==> config.mk <==
export PLATFORM = sky130hd
export DESIGN_NAME = uart_tx
export DESIGN_NICKNAME = d
export VERILOG_FILES = /design/src/rtl/uart_tx.sv
export SDC_FILE = /design/constraint.sdc
export NUM_CORES = 1
export LEC_CHECK = 0
export CORE_UTILIZATION = 45
export CTS_CLUSTER_SIZE = 10
export DETAILED_ROUTE_END_ITERATION = 12
export PLACE_DENSITY = 0.65
export SYNTH_ARGS = -nofsm -noshare
export SYNTH_HDL_FRONTEND = slang
export SYNTH_SLANG_ARGS = --single-unit
==> constraint.sdc <==
create_clock -name clk -period 2.01 [get_ports clk]
set_input_delay 0.201 -clock clk [delete_from_list [all_inputs] [get_ports clk]]
set_output_delay 0.201 -clock clk [all_outputs]
set_load 0.01 [all_outputs]
==> src/rtl/uart_tx.sv <==
// uart_tx: 8N1 serial transmitter (1 start bit, 8 data bits LSB first, 1 stop bit).
// The tx and busy outputs are registered, so there is no combinational path from
// load or in to the outputs. A load that arrives while busy is high is dropped.
module uart_tx #(
  parameter int unsigned CLKS_PER_BIT = 868
) (
  input  logic       clk,
  input  logic       reset,
  input  logic       load,
  input  logic [7:0] in,
  output logic       tx,
  output logic       busy
);

  localparam int unsigned CW = (CLKS_PER_BIT > 1) ? $clog2(CLKS_PER_BIT) : 1;
  localparam logic [CW-1:0] LAST = CW'(CLKS_PER_BIT - 1);

  typedef enum logic [1:0] {
    IDLE  = 2'd0,
    START = 2'd1,
    DATA  = 2'd2,
    STOP  = 2'd3
  } state_t;

  state_t        r_state, w_state;
  logic [CW-1:0] r_cnt,   w_cnt;
  logic [2:0]    r_idx,   w_idx;
  logic [7:0]    r_shift, w_shift;
  logic          r_tx,    w_tx;
  logic          r_busy,  w_busy;
  logic          w_last;

  // The current bit period ends on this cycle.
  assign w_last = (r_cnt == LAST);

  // State and datapath registers; reset abandons any frame in progress.
  always_ff @(posedge clk or posedge reset) begin
    if (reset) begin
      r_state <= IDLE;
      r_cnt   <= '0;
      r_idx   <= '0;
      r_shift <= '0;
      r_tx    <= 1'b1;
      r_busy  <= 1'b0;
    end else begin
      r_state <= w_state;
      r_cnt   <= w_cnt;
      r_idx   <= w_idx;
      r_shift <= w_shift;
      r_tx    <= w_tx;
      r_busy  <= w_busy;
    end
  end

  // Next-state logic. The tx value for each new bit is computed here so that the
  // registered tx changes on the same edge as the state.
  always_comb begin
    w_state = r_state;
    w_cnt   = w_last ? '0 : r_cnt + CW'(1);
    w_idx   = r_idx;
    w_shift = r_shift;
    w_tx    = r_tx;
    w_busy  = r_busy;
    unique case (r_state)
      IDLE: begin
        w_cnt  = '0;
        w_tx   = 1'b1;
        w_busy = 1'b0;
        if (load) begin
          w_shift = in;
          w_idx   = '0;
          w_state = START;
          w_tx    = 1'b0;
          w_busy  = 1'b1;
        end
      end
      START: begin
        if (w_last) begin
          w_state = DATA;
          w_tx    = r_shift[0];
        end
      end
      DATA: begin
        if (w_last) begin
          w_shift = r_shift >> 1;
          w_idx   = r_idx + 3'd1;
          if (r_idx == 3'd7) begin
            w_state = STOP;
            w_tx    = 1'b1;
          end else begin
            // Bit after the shift is r_shift[1] before it.
            w_tx = r_shift[1];
          end
        end
      end
      STOP: begin
        if (w_last) begin
          w_state = IDLE;
          w_busy  = 1'b0;
        end
      end
      default: begin
        w_state = IDLE;
        w_tx    = 1'b1;
        w_busy  = 1'b0;
      end
    endcase
  end

  assign tx   = r_tx;
  assign busy = r_busy;

endmodule
* Word-level counts from Yosys, hierarchy flattened *
Index checks and enable logic that the tools add are counted.

word-level totals
  register bits after elaboration = 25
  output and inout bits = 2
  bits of input ports = 11

operators by class
  add/sub/neg operators = 2
  reductions and logical operators = 8
  muxes and demuxes = 22
  eq/ne operators = 10

operators by type and width
  cell                                                  count
  two-way mux 10 bit                                    2
  two-way mux 8 bit                                     2
  one-hot mux 8 bit (2 select lines)                    1
  adder 10 x 1 -> 10 bit (second input constant)        1
  equality test 10 bit (second input constant)          1
  two-way mux 2 bit                                     5
  inequality test 2 bit (second input constant)         5
  one-hot mux 2 bit (4 select lines)                    1
  two-way mux 1 bit                                     6
  two-way mux 3 bit                                     2
  one-hot mux 3 bit (2 select lines)                    1
  AND reduction 3 bit                                   2
  AND reduction 5 bit                                   1
  equality test 2 bit (second input constant)           2
  nonzero test 2 bit                                    2
  adder 3 x 1 -> 3 bit (second input constant)          1
  equality test 3 bit (second input constant)           1
  one-hot mux 1 bit (3 select lines)                    1
  nonzero test 3 bit                                    1
  equality test 2 x 1 -> 1 bit (second input constant)  1
  zero test 2 bit                                       1
  one-hot mux 1 bit (2 select lines)                    1
  AND reduction 2 bit                                   1

* Depth between registers and ports, before layout *
Gate-level depths: netlist of the first run.

  depth after elaboration = 4
  gate-level depth with buffers = 7
  depth with buffers taken out = 6

* Least setup slack after synthesis of the first run *
Ideal clock, no wire load.

  path type = reg2reg
  start point = register r_state[0]
  end point = register r_shift[1]
  data arrival time = 1.607 ns
  cell stages (with the launch flop) = 8
  clock period less this slack = 1.732 ns
  setup slack = 0.278 ns
  setup time = 0.125 ns
  required time = 1.885 ns
  buffers on the path = 1
  path through = dfrtp_1 > inv_1 > ha_1 > or2_2 > nand2_1 > a21o_1 > buf_6 > mux2_4

on the way
  longest elaborated chain between the ends = 3

RTL lines
  item                                                                          line  source
  start, declared                                                               25    state_t r_state, w_state;
  start signal, assigned                                                        46    r_state <= w_state;
  equality test 2 bit or zero test 2 bit (tied branches)                        64    unique case (r_state)
  inequality test 2 bit (no source line) or nonzero test 2 bit (tied branches)  n/a
  AND reduction 3 bit (no source line)                                          n/a
  end signal, assigned                                                          49    r_shift <= w_shift;
  end, declared                                                                 28    logic [7:0] r_shift, w_shift;

Parallel ways exist; a longest one is shown, timed or not.
A chain may end at the register's enable or synchronous reset.

* Worst setup path after layout of the first run *
  start point = register r_state[0]
  end point = register r_state[0]

on the way
  longest elaborated chain between the ends = 3

RTL lines
  item                                         line
  equality test 2 bit (tied with other cells)  64
  inequality test 2 bit (no source line)       n/a
  AND reduction 5 bit (no source line)         n/a

Parallel ways exist; a longest one is shown, timed or not.

==> results_dict.tcl, run 1 <==
set metrics [dict create \
    cts_made_buffers 3 \
    syn2layout_area_growth_pct 17.2 \
    netlist_instances 118 \
    path_class "flip-flop to flip-flop" \
    synthFlopType "dfrtp_1" \
    clkLatencyLatePin_ns 0.31 \
    slew_violations 0 \
    postPlaceCellArea_sq_um 1510 \
    clk_pin_slew_ns 0.13 \
    fin_worst_skew_ns 0.00394 \
    rsz0062_at_grt "no" \
    grt_overflow_total 0 \
    ys_seq_area_share_pct 47.2 \
    async_flop_share_pct 100 \
    drc 0 \
    final_common_cell "dfrtp_1" \
    synth_nets 136 \
    finalSetupViolCount 0 \
    syn_avg_cell_area_sq_um 11.3 \
    drive_above_1_share_pct 24.5 \
    first_pass_iters 4 \
    fp.dieW_um 56.3 \
    wl_per_cell_um 13.2 \
    stdcell_count 170 \
    maxClockFrequency_ghz 0.532 \
    cts_buffer_depth 2 \
    maxCapViolations 0 \
    drtAntennaViolNets 0 \
    drt_wl_total_um 2240 \
    worstPathMaxFanout 4 \
    cts_root_buffer "clkbuf_4" \
    tightest_slew_ns 0.591 \
    first_global_vias 897 \
    p_per_area_nw_per_um2 1370 \
    dpl.cell_count 164 \
    ctsHoldBuffers 0 \
    netlist_area_sq_um 1330 \
    crit_path_end_kind "flip-flop" \
    start_util_pct 47.7 \
    max_slew_margin_pct 60.6 \
    multiInputGateArea_sq_um 648 \
    layout.nets 158 \
    synth.ff_latch_count 25 \
    synth_enable_flop_cells 0 \
    fillers 250 \
    seq_area_sq_um 627 \
    outcome "finished clean" \
    hold_path_class "input port to async pin" \
    hold_violations 0 \
    io_buffer_count 12 \
    antenna_found_initial 0 \
    n_antenna_cell 0 \
    cts_sinks 25 \
    total_power_mw 2.12 \
    viasPerCell 5.17 \
    period_minus_slack_ns 1.88 \
    route.vias.total 879 \
    most-common-layout-cells "dfrtp_1, nor2_1, clkdlybuf4s50_1" \
    rr_worst_depth 5 \
    period_share_pct 93.5 \
    fin_area_sq_um 1560 \
    startpoint_type "flip-flop" \
    arrival_ns 2.09 \
    io_pins 13 \
    die_y_um 56.3 \
    grt.total_usage_pct 16.0 \
    die_area_sq_um 3170 \
    drt-initial-drc-count 6 \
    peakVddDrop_mv 0.860 \
    grt_pass1_wl_um 3930 \
    rows 19 \
    routabilityCongestion 0.774 \
    hpwl_um 1700 \
    grt_max_degree 17 \
    core_area_sq_um 2780 \
    cts-htree-levels 1 \
    fin_setup_tns_ns 0 \
    cts_tree "built" \
    synth_cell_type_count 30 \
    ys_warn_count 0 \
    crit_required_ns 2.22 \
    p_leak_nw 0.728 \
]
-- registers in the layout, summed over array words and instances, names as in the netlist --
| register | flops |
|---|---|
| busy | 1 |
| r_cnt | 10 |
| r_idx | 3 |
| r_shift | 8 |
| r_state | 2 |
| tx | 1 |
-- what timing repair did --
action / CTS / global route
resized for setup: 0 / 0
endpoints found under the setup margin: 0 / 5
buffers inserted: 0 / 2
-- final cells by class --
type | count | area share [%]
clock inverters | 1 | 0.322
flip-flops and latches | 25 | 40.3
inverters | 9 | 2.17
clock buffers | 3 | 1.45
repair buffers | 20 | 11.6
multi-input cells | 81 | 41.7
well taps | 31 | 2.49
-- layer usage --
| metal | track usage, % | vias up | wire (um) |
|---|---|---|---|
| met4 | 5.23 | 0 | 38 |
| li1 | - | 441 | - |
| met3 | 2.07 | 4 | 31 |
| met2 | 27.9 | 6 | 1120 |
| met5 | 0 | - | 0 |
| met1 | 20.5 | 428 | 1050 |
-- power by group --
part | switching (mW) | internal, mW
sequential | 0.128 | 0.683
clock | 0.146 | 0.0743
combinational | 0.460 | 0.633
-- cell usage after synthesis (2+ instances only) --
| cell type | n | share of area (%) |
|---|---|---|
| a21o_1 | 2 | 1.1 |
| inv_1 | 9 | 2.5 |
| nand4_1 | 2 | 0.94 |
| dfrtp_1 | 24 | 45 |
| ha_1 | 7 | 6.6 |
| mux2i_1 | 3 | 2.3 |
| nand3_1 | 5 | 1.9 |
| mux2_4 | 6 | 6.8 |
| xor2_1 | 2 | 1.3 |
| nor2_1 | 13 | 3.7 |
| mux2_2 | 11 | 9.3 |
| o21ai_0 | 4 | 1.5 |
| nand2b_1 | 2 | 0.94 |
| nor4_1 | 2 | 0.94 |
| nand2_1 | 6 | 1.7 |
| xnor2_1 | 6 | 4.0 |
-- metrics by stage --
step                      setup slack, ns  utilization, %  hold slack (ns)
after floorplan                     0.278               -            0.228
after global placement              0.162            54.4            0.476
after detailed placement            0.144            54.4            0.478
after CTS                           0.126            55.4            0.257
after global routing              0.00892            55.9            0.296
final                               0.131            55.9            0.233
-- final timing paths --
path	start	end	slack (ns)
max in group asynchronous	reset	r_cnt[6]	1.27
hold / removal	reset	r_shift[0]	0.23
setup / recovery	r_state[0]	r_state[0]	0.13
setup reg to reg	r_state[0]	r_state[0]	0.13
hold reg to reg	r_cnt[0]	r_cnt[0]	0.50
min in group clk	r_cnt[0]	r_cnt[0]	0.50
-- cells by family (layout without fill, tap and decap cells) --
logic type,Yosys count,after routing,share of synthesized area [%]
simple gates,37,37,14.3
flops,25,25,47.2
mux,20,20,18.4
buf+inv,12,33,3.96
compound gates,9,9,4.24
xor+xnor,8,8,5.28
fa+ha+maj,7,7,6.60
-- critical path, cell delays in order, from the launching register on --
cell     delay (ns)
dfrtp_1        0.43
buf_4          0.15
ha_1           0.22
or3_1          0.38
a21oi_1        0.24
mux2_2         0.36
Note: power is estimated with default switching activity, not from simulation.
==> run 2: changes to the inputs <==
--- a/config.mk
+++ b/config.mk
@@ -5,10 +5,11 @@
 export SDC_FILE = /design/constraint.sdc
 export NUM_CORES = 1
 export LEC_CHECK = 0
-export CORE_UTILIZATION = 45
+export CAP_MARGIN = 10
+export CORE_UTILIZATION = 55
 export CTS_CLUSTER_SIZE = 10
 export DETAILED_ROUTE_END_ITERATION = 12
-export PLACE_DENSITY = 0.65
+export PLACE_DENSITY = 0.77
 export SYNTH_ARGS = -nofsm -noshare
 export SYNTH_HDL_FRONTEND = slang
 export SYNTH_SLANG_ARGS = --single-unit
==> run 2 against run 1 <==
  * Core utilization grew 13 points
  * Sequential share of layout area grew 0.49 points
  * Global-route usage grew 5.7 points
  * Non-clock buffer count shrank 2
  * Register-to-register slack got worse by 0.03 ns
  * Critical path depth rose by 2
  * Wire length rose by 3.5%
  * Sequential power is essentially flat
  * Worst hold slack got worse by 0.040 ns
  * Final cell count fell by 2.9%
  * Setup slack lost 0.032 ns
==> results_dict.tcl, run 2 (same netlist as run 1, synthesis figures left out) <==
set metrics [dict create \
    io_buffer_count 12 \
    grt_pass1_wl_um 3920 \
    io_pins 13 \
    grt.total_usage_pct 21.7 \
    most-common-layout-cells "dfrtp_1, nor2_1, clkdlybuf4s50_1" \
    peakVddDrop_mv 1.03 \
    drive_above_1_share_pct 23.4 \
    tightest_slew_ns 0.321 \
    crit_required_ns 2.24 \
    max_slew_margin_pct 78.4 \
    p_comb_share_pct 50.8 \
    worstPathMaxFanout 6 \
    antenna_found_initial 0 \
    rows 17 \
    reg.largest.list "r_cnt x10, r_shift x8, r_idx x3" \
    regMostFlops "r_cnt" \
    p_sw_mw 0.737 \
    total_power_mw 2.11 \
    rr_worst_depth 7 \
    cts_tree "built" \
    layout.nets 156 \
    clkPwrFrac_pct 10.7 \
    seq_area_sq_um 627 \
    clkLatencyLatePin_ns 0.33 \
    drt_wl_total_um 2320 \
    cts-htree-levels 1 \
    start_util_pct 59.4 \
    maxClockFrequency_ghz 0.523 \
    maxCapViolations 0 \
    p_int_mw 1.38 \
    postCtsSetupRepairBufs 0 \
    final_common_cell "dfrtp_1" \
    die_y_um 51.1 \
    rsz0062_at_grt "no" \
    p_sw_share_pct 34.9 \
    route.vias.total 876 \
    drtAntennaViolNets 0 \
    cts_sinks 25 \
    grt_max_degree 26 \
    fin_setup_tns_ns 0 \
    routabilityCongestion 0.772 \
    outcome "finished clean" \
    p_leak_nw 0.719 \
    wl_per_cell_um 14.0 \
    hold_path_class "input port to async pin" \
    fin_worst_skew_ns 0.00628 \
    crit_path_end_kind "flip-flop" \
    first_global_vias 915 \
    cts_buffer_depth 2 \
    power.share.sequential_pct 38.5 \
    core_area_sq_um 2230 \
    grt_overflow_total 0 \
    hold_violations 0 \
    slew_violations 0 \
    die_area_sq_um 2610 \
    drt-initial-drc-count 10 \
    cts_made_buffers 3 \
    cts_root_buffer "clkbuf_4" \
    syn2layout_area_growth_pct 15.7 \
    viasPerCell 5.31 \
    arrival_ns 2.14 \
    finalSetupViolCount 0 \
    clk_pin_slew_ns 0.13 \
    largest_reg_flops 10 \
    n_antenna_cell 0 \
    hpwl_um 1720 \
    fillers 180 \
    period_share_pct 95.1 \
    drc 0 \
    fp.dieW_um 51.1 \
    ctsResizeCount 0 \
    first_pass_iters 4 \
    multiInputGateArea_sq_um 648 \
    startpoint_type "flip-flop" \
    p_per_area_nw_per_um2 1380 \
    period_minus_slack_ns 1.91 \
    path_class "flip-flop to flip-flop" \
    ctsHoldBuffers 0 \
]
[run 2: layout make-up]
class                      count  area share, %
multi-input combinational     81           42.2
sequential                    25           40.8
timing repair buffer          18           10.7
tap                           28           2.28
inverter                       9           2.20
clock buffer                   3           1.47
clock inverter                 1          0.326
[run 2: path summary, 6_finish.rpt]
path,end,slack (ns),startpoint
min in group clk,r_shift[7],0.50,r_shift[7]
setup / recovery,r_shift[3],0.1,r_state[0]
hold reg to reg,r_shift[7],0.50,r_shift[7]
setup reg to reg,r_shift[3],0.1,r_state[0]
max in group asynchronous,tx,1.52,reset
hold / removal,r_shift[4],0.19,reset
[run 2: metrics by stage]
stage | hold WS [ns] | setup slack, ns | std cells | util, % | cell area (sq um)
4_1_cts | 0.194 | 0.117 | 165 | 68.8 | 1540
3_5_place_dp | 0.472 | 0.132 | 161 | 67.6 | 1510
5_1_grt | 0.187 | 0.0124 | 165 | 68.8 | 1540
2_1_floorplan | 0.228 | 0.278 | 118 | - | 1330
3_3_place_gp | 0.467 | 0.179 | 161 | 67.6 | 1510
6_report | 0.193 | 0.0990 | 165 | 68.8 | 1540
[run 2: worst max-delay path, cell delays in order, from the launching register on]
cell and delay (ns):
dfrtp_1 0.41, inv_1 0.08, ha_1 0.23, or2_2 0.32
nand2_1 0.09, a21o_1 0.17, buf_4 0.20, mux2_4 0.31
[run 2: routing by layer]
layer / vias to the layer above / routed length, um / global-route usage, %
li1: 437 / - / -
met1: 428 / 1020 / 24.1
met2: 7 / 1190 / 36.0
met3: 4 / 58 / 7.74
met4: 0 / 42 / 11.6
met5: - / 0 / 0
[run 2: power groups by stage]
| stage | clock network, mW | registers, mW | logic [mW] |
|---|---|---|---|
| finish | 0.225 | 0.814 | 1.07 |
| global route | 0.263 | 0.839 | 1.18 |
| CTS | 0.239 | 0.814 | 1.08 |
| detailed placement | 0 | 0.819 | 1.08 |
| global placement | 0 | 0.812 | 1.04 |
| floorplan | 0 | 0.800 | 0.848 |
==> edit 1, RTL diff (config.mk and constraints of run 2) <==
Set the parameter `CLKS_PER_BIT` to 217 (it was 868).
--- a/src/rtl/uart_tx.sv
+++ b/src/rtl/uart_tx.sv
@@ -4,3 +4,3 @@
 module uart_tx #(
-  parameter int unsigned CLKS_PER_BIT = 868
+  parameter int unsigned CLKS_PER_BIT = 217
 ) (
Formal check against the unedited RTL: no difference found for any inputs over 10 cycles, from zero or initial values and one cycle with reset high; that may be too few to reach the edited logic, so the function may still have changed.
==> edit 1 against run 2 <==
  * Via count rose by 9.1%
  * Critical path type unchanged
  * Die area fell by 4.2%
  * Final area fell by 4.6%
  * Setup slack improved by 0.067 ns
  * Fmax rose by 3.6%
  * Synthesized area fell by 4.3%
  * Sequential cell count fell by 2
  * Routed wire length rose by 8.9%
Power is not compared: it rests on default switching activity, and its combinational part moved more than twofold at a synthesized area within 25%.
==> edit 1: results (changes against run 2) <==
Number of cells upsized or downsized after cts: 0 (unchanged)
Largest registers in the final layout: r_cnt x8, r_shift x8, r_idx x3 (was r_cnt x10, r_shift x8, r_idx x3)
WP data arrival: 2.06 ns (was 2.14 ns)
First-pass GRT wire length: 4490 um (was 3920 um)
Worst-path fanout max: 10 (was 6)
Smallest hold slack: 0.230 ns (was 0.193 ns)
Endpoint of the most critical register-to-register path: r_idx[0] (was r_shift[3])
Cell types occupying the most area after synthesis: dfrtp_1, ha_1, o22ai_1 (was dfrtp_1, mux2_2, mux2_4)
Transition at the pin with the smallest max-transition slack: 0.417 ns (was 0.321 ns)
Routed via count divided by cell count: 5.76 (was 5.31)
Syn. warnings: 0 (unchanged)
Maximum single-stage delay on the critical path: 0.43 ns (was 0.41 ns)
Post-Syn Nets: 141 (was 136)
Share of layout cells above drive strength 1: 10.1% (was 23.4%)
Lkg Pwr: 0.646 nW
Initial drt markers: 29 (was 10)
Count of nets after finishing: 159 (was 156)
Register-to-register path setup slack: 0.17 ns (was 0.1 ns)
Number of clock buffers inserted by TritonCTS: 3 (unchanged)
Fill count: 183 (was 180)
Sum of net half-perimeters after detailed placement: 1890 um (was 1720 um)
Cell at the slowest stage of the critical path: mux2_2 (was dfrtp_1)
Peak VDD IR: 0.000430 V
Largest delay contributor family on the critical path: multiplexers (was simple AND/OR/NAND/NOR gates)
Post-Place Setup Slack: 0.183 ns (was 0.132 ns)
Commonest cells post-synth: dfrtp_1, o22ai_1, ha_1, nand3_1, nor3_1 (was dfrtp_1, nor2_1, mux2_2, inv_1, ha_1)
Outcome: finished clean (unchanged)
Root buffer cell: clkbuf_4 (unchanged)
Worst-case clock skew: 0.00455 ns (was 0.00628 ns)
Maximum clock insertion buffer count: 2 (unchanged)
Via count of the first global-routing pass: 992 (was 915)
Count of different cell masters after synthesis: 34 (was 30)
Area after detailed placement: 1440 um^2 (was 1510 um^2)
Largest net degree at the start of global routing: 24 (was 26)
R2r worst-path depth: 6 (was 7)
GRT Total Usage: 23.8% (was 21.7%)
Launch instance of the worst register-to-register path: r_state[0] (unchanged)
Clock transition at the register clock pins on the worst setup and hold paths after CTS: 0.13 ns (about the same)
Total wire length: 2520 um (was 2320 um)
Sequential cell area fraction in the yosys report: 45.4% (was 47.2%)
Most instantiated flip-flop cell in the synthesis netlist: dfrtp_1 (unchanged)
Final weighted congestion of routability-driven global placement: 0.789 (was 0.772)
Worst-Skew Late Latency: 0.31 ns (was 0.33 ns)
==> edit 1: cell type report <==
class	instances	area (um^2)	share of cell area (%)
multi-input combinational	86	636	43.4
sequential	23	577	39.4
timing repair buffer	18	165	11.3
tap	28	35.0	2.39
clock buffer	4	26.3	1.79
inverter	7	26.3	1.79
==> edit 1: power groups by stage <==
stage                     Clock (W)  Sequential, W  Combinational (W)
after floorplan                   0       0.000474         0.00000987
after detailed placement          0       0.000474          0.0000399
final                      0.000218       0.000465          0.0000391
after global placement            0       0.000474          0.0000396
after global routing       0.000238       0.000465          0.0000428
after CTS                  0.000225       0.000465          0.0000400
==> edit 1: worst min-delay path: stages <==
cell,delay [ns]
clkdlybuf4s50_1,0.40
inv_1,0.06
buf_4,0.28
==> edit 1: cell families after synthesis <==
| logic type | synth area share [%] |
|---|---|
| and+or+nand+nor | 14.9 |
| adders and majority gates | 8.87 |
| DFF | 45.4 |
| buffers and inverters | 4.53 |
| xor gates and xnor gates | 4.14 |
| AOI/OAI and AO/OA | 16.1 |
| muxes | 6.11 |
==> edit 1: through the flow <==
| step | cells | utilization [%] |
|---|---|---|
| global route | 166 | 66.9 |
| floorplan | 121 | - |
| detailed placement | 162 | 65.7 |
| CTS | 166 | 66.9 |
| finish | 166 | 66.9 |
| global placement | 162 | 65.7 |
==> edit 1: per-layer routing <==
layer	track usage, %	wire [um]
met1	30.6	1180
met2	39.3	1240
met3	3.70	57
met4	10.0	44
met5	0	0
==> edit 1: worst max path at each step <==
stage,startpoint,cells past startpoint,slack (ns),endpoint
after global placement,r_state[0],6,0.28,r_idx[0]
final,r_state[0],6,0.17,r_idx[0]
after floorplan,r_state[0],6,0.27,r_state[1]
after global routing,r_state[0],6,0.08,r_idx[0]
after detailed placement,r_state[0],6,0.18,r_idx[0]
after CTS,r_state[0],6,0.17,r_idx[0]
==> edit 2, RTL diff (config.mk and constraints of run 2) <==
Without the edit above. Reset style: synchronous (`reset`), changed in one clocked block.
--- a/src/rtl/uart_tx.sv
+++ b/src/rtl/uart_tx.sv
@@ -36,3 +36,3 @@
   // State and datapath registers; reset abandons any frame in progress.
-  always_ff @(posedge clk or posedge reset) begin
+  always_ff @(posedge clk) begin
     if (reset) begin
Behaviour: differs if reset is asserted again (counterexample within 4 cycles, from zero or initial values and one cycle with reset high); with reset held inactive, the same outputs for 10 cycles.
==> edit 2 against run 2 <==
  * Count of clock-buffer cells in the layout unchanged
  * Synthesized area decreased by 3.3%
  * Non-clock buffer count decreased by 3
  * Setup slack improved by 0.12 ns
  * Sequential cell count unchanged
  * Routed wire length decreased by 0.99%
  * Final area decreased by 6.2%
  * Power decreased by 21%
  * Hold slack improved by 0.26 ns
  * First-iteration DRC count increased by 40%
  * Critical path type unchanged
  * Critical endpoint is now r_shift[6]
==> edit 2: results (changes against run 2) <==
Number of placed instances, taps included: 178 (was 161)
Sequential cells: 25 (unchanged)
Share of async-settable or async-resettable flops after synthesis: 0% (was 100%)
Class of the tightest hold or removal check: input port to flop (was input port to async pin)
Cell types occupying the most area after synthesis: dfxtp_1, ha_1, mux2i_1 (was dfrtp_1, mux2_2, mux2_4)
Count of different cell masters after synthesis: 33 (was 30)
Global-route met2 utilization: 30.9% (was 36.0%)
Via count of the first global-routing pass: 904 (was 915)
Sequential cell area fraction in the yosys report: 39.0% (was 47.2%)
Multi-input gate share of total cell area: 49.5% (was 42.2%)
Worst-case clock skew: 0.00187 ns (was 0.00628 ns)
M3 GR Usage: 3.03% (was 7.74%)
Final routed wire length divided by cell count: 12.6 um (was 14.0 um)
WP data arrival: 2.02 ns (was 2.14 ns)
Outcome: finished clean (unchanged)
Post-Place Setup Slack: 0.153 ns (was 0.132 ns)
Non-clock inverter count: 6 (was 9)
Peak VDD IR: 0.000829 V (was 0.00103 V)
Synthesized instance count: 142 (was 118)
Final-layout non-clock buffer area share: 9.90% (was 10.7%)
Xor and xnor area share after synthesis: 5.46% (was 5.28%)
Sum of net half-perimeters after detailed placement: 1680 um (was 1720 um)
Final weighted congestion of routability-driven global placement: 0.859 (was 0.772)
Met3 WL post-DR: 54 um (was 58 um)
Number of vias after detailed routing: 1018 (was 876)
Total length of routed met2 wires: 1010 um (was 1190 um)
Multi-input combinational cell count: 104 (was 81)
Global Route met1 Usage: 28.9% (was 24.1%)
Clock network share of area: 1.91% (was 1.79%)
Initial drt markers: 14 (was 10)
Smallest hold slack: 0.457 ns (was 0.193 ns)
Post-Synth Adder-Cell Area: 6.82% (was 6.60%)
Post-Syn Nets: 160 (was 136)
Sequential power share: 41.5% (was 38.5%)
Worst slew slack as a fraction of its limit: 66.5% (was 78.4%)
Cell at the slowest stage of the critical path: dfxtp_1 (was dfrtp_1)
Part of the power in the clock network: 13.6% (was 10.7%)
Most instantiated flip-flop cell in the synthesis netlist: dfxtp_1 (was dfrtp_1)
First-pass GRT wire length: 3970 um (was 3920 um)
Multiplexer share of the synthesized area: 6.24% (was 18.4%)
Largest delay contributor family on the critical path: compound AO/OA/AOI/OAI gates (was simple AND/OR/NAND/NOR gates)
Worst-path fanout max: 14 (was 6)
Switching power: 0.000647 W (was 0.000737 W)
edit 2: cell count changes in the layout (fill, tap and decap cells not counted), sizes merged, moves of 3 or more:
cell	run 2	this run
o21ai	4	8
dfxtp	0	25
dfrtp	24	0
mux2i	3	8
a21oi	1	13
nor2	13	16
a311oi	0	7
mux2	17	0
buf	6	3
inv	9	6
edit 2: stage by stage:
| step | instance area, um^2 | power [W] |
|---|---|---|
| 2_1_floorplan | 1280 | 0.00127 |
| 3_3_place_gp | 1410 | 0.00140 |
| 3_5_place_dp | 1410 | 0.00143 |
| 4_1_cts | 1440 | 0.00166 |
| 5_1_grt | 1440 | 0.00180 |
| 6_report | 1440 | 0.00166 |
edit 2: kinds of logic after synthesis:
family,Yosys count
AO/OA/AOI/OAI,36
XOR/XNOR,8
adder cells (fa/ha/maj),7
buffers and inverters,13
flip-flops,25
multiplexers,8
AND/OR/NAND/NOR,45
